==> src/rtl/ravan_block_packer.sv <==
// Byte-stream to 64-bit block packer feeding the RAVAN encryption core.
// Packs bytes MSB-first and pads the tail of each message.
module ravan_block_packer #(
    parameter bit PAD_EN = 1'b1,
    parameter int CNT_W  = 16
) (
    input  logic             clk,
    input  logic             rst,
    input  logic             s_valid,
    output logic             s_ready,
    input  logic [7:0]       s_data,
    input  logic             s_last,
    output logic             m_valid,
    input  logic             m_ready,
    output logic [63:0]      m_data,
    output logic             m_last,
    output logic [CNT_W-1:0] blk_count
);

    typedef enum logic {FILL, PAD} state_t;

    state_t           state_q, state_d;
    logic [2:0]       idx_q, idx_d;
    logic [63:0]      asm_q, asm_d;
    logic             m_valid_q;
    logic [63:0]      m_data_q;
    logic             m_last_q;
    logic [CNT_W-1:0] blk_q;

    logic        free, s_acc, m_hs;
    logic [5:0]  sh;
    logic [7:0]  padv;
    logic [63:0] merged, padded;
    logic        load, ld_last;
    logic [63:0] ld_data;

    assign free    = !m_valid_q || m_ready;
    assign s_ready = !rst && (state_q == FILL) && ((idx_q != 3'd7) || free);
    assign s_acc   = s_valid && s_ready;
    assign m_hs    = m_valid_q && m_ready;
    assign sh      = 6'd63 - {idx_q, 3'b000};
    assign padv    = PAD_EN ? {5'b0, 3'd7 - idx_q} : 8'h00;

    always_comb begin
        merged = asm_q;
        merged[sh -: 8] = s_data;
        // Bytes past the one just accepted become padding.
        padded = merged;
        for (int j = 0; j < 8; j++) begin
            if (3'(j) > idx_q) begin
                padded[63-8*j -: 8] = padv;
            end
        end
    end

    always_comb begin
        state_d = state_q;
        idx_d   = idx_q;
        asm_d   = asm_q;
        load    = 1'b0;
        ld_data = merged;
        ld_last = 1'b0;
        unique case (state_q)
            FILL: begin
                if (s_acc) begin
                    asm_d = merged;
                    idx_d = idx_q + 3'd1;
                    if (idx_q == 3'd7) begin
                        load  = 1'b1;
                        idx_d = 3'd0;
                        asm_d = '0;
                        if (s_last && PAD_EN) begin
                            asm_d   = {8{8'h08}};
                            state_d = PAD;
                        end else begin
                            ld_last = s_last;
                        end
                    end else if (s_last) begin
                        asm_d   = padded;
                        idx_d   = 3'd0;
                        state_d = PAD;
                    end
                end
            end
            PAD: begin
                if (free) begin
                    load    = 1'b1;
                    ld_data = asm_q;
                    ld_last = 1'b1;
                    asm_d   = '0;
                    state_d = FILL;
                end
            end
            default: state_d = FILL;
        endcase
    end

    always_ff @(posedge clk) begin
        if (rst) begin
            state_q   <= FILL;
            idx_q     <= 3'd0;
            asm_q     <= '0;
            m_valid_q <= 1'b0;
            m_data_q  <= '0;
            m_last_q  <= 1'b0;
            blk_q     <= '0;
        end else begin
            state_q <= state_d;
            idx_q   <= idx_d;
            asm_q   <= asm_d;
            if (load) begin
                m_valid_q <= 1'b1;
                m_data_q  <= ld_data;
                m_last_q  <= ld_last;
            end else if (m_hs) begin
                m_valid_q <= 1'b0;
            end
            if (m_hs) begin
                blk_q <= m_last_q ? '0 : blk_q + CNT_W'(1);
            end
        end
    end

    assign m_valid   = m_valid_q;
    assign m_data    = m_data_q;
    assign m_last    = m_last_q;
    assign blk_count = blk_q;

endmodule
==> config.mk <==
export PLATFORM = sky130hd
export DESIGN_NAME = ravan_block_packer
export DESIGN_NICKNAME = d
export VERILOG_FILES = /design/src/rtl/ravan_block_packer.sv
export SDC_FILE = /design/constraint.sdc
export NUM_CORES = 1
export LEC_CHECK = 0
export ABC_AREA = 1
export CAP_MARGIN = 20
export CORE_MARGIN = 4
export CORE_UTILIZATION = 50
export CTS_BUF_LIST = sky130_fd_sc_hd__clkbuf_2 sky130_fd_sc_hd__clkbuf_4 sky130_fd_sc_hd__clkbuf_8
export CTS_CLUSTER_SIZE = 8
export DETAILED_ROUTE_END_ITERATION = 7
export GPL_TIMING_DRIVEN = 0
export PLACE_DENSITY = 0.77
export SYNTH_ARGS = -nofsm -noshare
export SYNTH_HDL_FRONTEND = slang
export SYNTH_SLANG_ARGS = --single-unit
==> constraint.sdc <==
create_clock -name clk -period 2.92 [get_ports clk]
set_input_delay 0.584 -clock clk [delete_from_list [all_inputs] [get_ports clk]]
set_output_delay 0.584 -clock clk [all_outputs]
set_load 0.005 [all_outputs]
==> results.toml <==
[critical_path]
crit_family = "buffers and inverters"
crit_chain = "ha_1 -> ha_1 -> buf_4 -> nand3_1 -> nand2_1 -> inv_1 -> clkdlybuf4s50_1"
start_kind = "register"
cp_data_required_time_ns = 2.34
crit_top_cell = "ha_1"
crit_arrival_ns = 2.21
slowest_stage = "clkdlybuf4s50_1"
cp_max_fo = 10
end_kind = "primary output"
max_stage_delay_ns = 0.48
cp_num_buf_inv = 3
crit_type = "reg2out"

[clock_network]
htreeDepth = 4
cts_sinks = 150
cts_inserted_buffers = 17
worstSkewPairLatency_ns = 0.47
path_clk_slew_ns = 0.09
cts_root_buf = "clkbuf_8"
cts_setup_buffers = 0
cts_resized = 0
postCtsHoldBufs = 0
ctsLongestPathBuffers = 2
cts_tree = "built"

[sta]
fin_crit_sh_pct = 95.8
fmax_ghz = 0.357
skew_ns = 0.0121
drv_slew = 0
setup_viol = 0
relSlewSlack_pct = 50.5
fin_setup_tns_ns = 0
finalHoldViolCount = 0
finalCriticalPeriod_ns = 2.80
max_slew.worst_pin.slew_ns = 0.742
rsz0062_at_grt = "no"

[global_routing]
antenna_found_initial = 1
grt_pass1_wl_microns = 40200
first_global_vias = 7779
grt_usage_pct = 28.8
grt_max_degree = 17
overflow = 0

[floorplan]
dieArea_sq_um = 17500
start_util_pct = 50.9
rows = 45
dieWidth_microns = 132
io_pins = 96
die_h_microns = 132
coreArea_sq_um = 15100

[synth]
yosys_warnings = 0
syn_area_sq_um = 7700
synth_seq_cells = 150
synth_cell_types = 37
ys_seq_area_share_pct = 39.0
netlist_instances = 1192
avgSynthCellArea_sq_um = 6.46
synth_fp_nets = 1212

[detailed_routing]
vias = 8344
viasPerCell = 5.55
routed_wirelength_microns = 25200
firstDrtPassIters = 7
wire_per_inst_microns = 16.8
ant_nets = 0
drt_iter0_drc = 1137
drcViolationCount = 0

[final_layout]
fin_nets = 1324
diodes = 0
area_delta_synth_final_pct = 20.6
fillerInstances = 1499
final_util_pct = 61.3
drive_gt1_share_pct = 8.67

[hold_path]
hold_class = "in2reg"

[placed_design]
numPortBuffers = 93
dp.final_hpwl_microns = 18600
place_congestion = 1.01

[pwr]
leakagePower_nw = 4.03
ir_drop_v = 0.000316
powerDensity_nw_per_um2 = 518

[status]
status = "completed"

[flow_run]
drv_cap = 0
## state kept, by name, summed over array words and instances, names as in the netlist
signal and cells:
m_valid 1, m_data 64, blk_count 16, m_last 1, asm_q 64, state_q 1
idx_q 3
## report_power, final
part | total, mW | switching, mW | internal, mW
combinational | 0.842 | 0.524 | 0.319
clock | 1.75 | 0.792 | 0.956
sequential | 2.22 | 0.0676 | 2.15
total | 4.81 | 1.38 | 3.43
## per-stage QoR
stage	cells	power (mW)	hold WS, ns	area, sq um	worst slack, ns
floorplan	1192	2.75	0.425	7700	1.20
global placement	1473	3.07	0.433	8870	0.449
detailed placement	1473	3.09	0.435	8870	0.447
CTS	1503	4.81	0.376	9290	0.118
global route	1503	5.01	0.386	9290	0.0287
finish	1503	4.81	0.388	9290	0.122
## area by class of cell
cell class	instances	area, sq um	area share (%)
Timing Repair Buffer	93	931	10.0
Multi-Input combinational cell	907	4060	43.7
Sequential cell	150	3000	32.3
Buffer	63	367	3.95
Inverter	72	273	2.94
Clock buffer	20	263	2.83
Tap cell	188	235	2.53
Clock inverter	10	155	1.67
## kinds of logic after synthesis
group                      count (synthesis)  synth area share (%)
AOI/OAI and AO/OA                        194                  13.0
xor gates and xnor gates                   1                 0.114
adders and majority gates                  7                  1.14
buffers and inverters                    135                  8.30
DFF                                      150                  39.0
muxes                                      7                 0.909
and+or+nand+nor                          698                  37.6
## worst paths after layout
| check | startpoint | endpoint | slack (ns) | depth (start not counted) |
|---|---|---|---|---|
| setup / recovery | idx_q[0]$_SDFFE_PP0P_ | s_ready | 0.12 | 7 |
| hold / removal | rst | asm_q[63]$_SDFFE_PP0P_ | 0.39 | 2 |
| setup reg to reg | idx_q[0]$_SDFFE_PP0P_ | asm_q[35]$_SDFFE_PP0P_ | 0.65 | 10 |
| hold reg to reg | asm_q[5]$_SDFFE_PP0P_ | asm_q[5]$_SDFFE_PP0P_ | 0.45 | 2 |
## synthesized netlist by cell type
| cell | instances | area share (%) |
|---|---|---|
| o211ai_1 | 3 | 0.29 |
| nor3b_2 | 1 | 0.16 |
| o21bai_1 | 1 | 0.097 |
| o21ai_1 | 5 | 0.32 |
| or2_2 | 10 | 0.81 |
| buf_6 | 5 | 0.73 |
| nor2_2 | 3 | 0.24 |
| nand2_4 | 1 | 0.15 |
| nor3_1 | 4 | 0.26 |
| inv_4 | 1 | 0.081 |
| or2_0 | 1 | 0.081 |
| clkbuf_1 | 11 | 0.54 |
| dfxtp_1 | 150 | 39 |
| nand2_1 | 369 | 18 |
| a211oi_1 | 4 | 0.39 |
| a21oi_1 | 83 | 5.4 |
| o21ai_2 | 1 | 0.11 |
| clkinv_1 | 2 | 0.097 |
| nand3_1 | 105 | 6.8 |
| ha_1 | 7 | 1.1 |
| inv_1 | 62 | 3.0 |
| buf_2 | 25 | 1.6 |
| nor2_4 | 2 | 0.29 |
| buf_4 | 16 | 1.6 |
| a21boi_0 | 2 | 0.19 |
| inv_2 | 7 | 0.34 |
| mux2i_1 | 7 | 0.91 |
| nor3_2 | 1 | 0.13 |
| a31oi_1 | 2 | 0.16 |
| nand4_1 | 13 | 1.1 |
| o21ai_0 | 93 | 6.0 |
| xor2_1 | 1 | 0.11 |
| clkbuf_2 | 1 | 0.065 |
| nor2_1 | 178 | 8.7 |
| nand2_2 | 8 | 0.65 |
| buf_1 | 5 | 0.24 |
| nand3_2 | 2 | 0.26 |
## per-layer routing
metal	GRT usage (%)	vias to the layer above	share of wire, %
li1	-	4060	-
met1	37.6	3769	42
met2	45.0	424	44
met3	7.02	91	9.5
met4	13.1	0	4.1
met5	0	-	0
## placed cells by master, fill, tap and decap left out, types with 5 or more instances in the layout
cell type / instances
dfxtp_1: 150
inv_2: 7
clkdlybuf4s50_1: 93
nand2_2: 8
o21ai_0: 93
buf_4: 16
ha_1: 7
nand2_1: 369
inv_1: 62
o21ai_1: 5
a21oi_1: 83
buf_6: 5
nand4_1: 13
nand3_1: 105
clkbuf_8: 18
or2_2: 10
nor2_1: 178
buf_1: 5
clkbuf_1: 11
buf_2: 25
mux2i_1: 7
(Power assumes the default switching activity.)
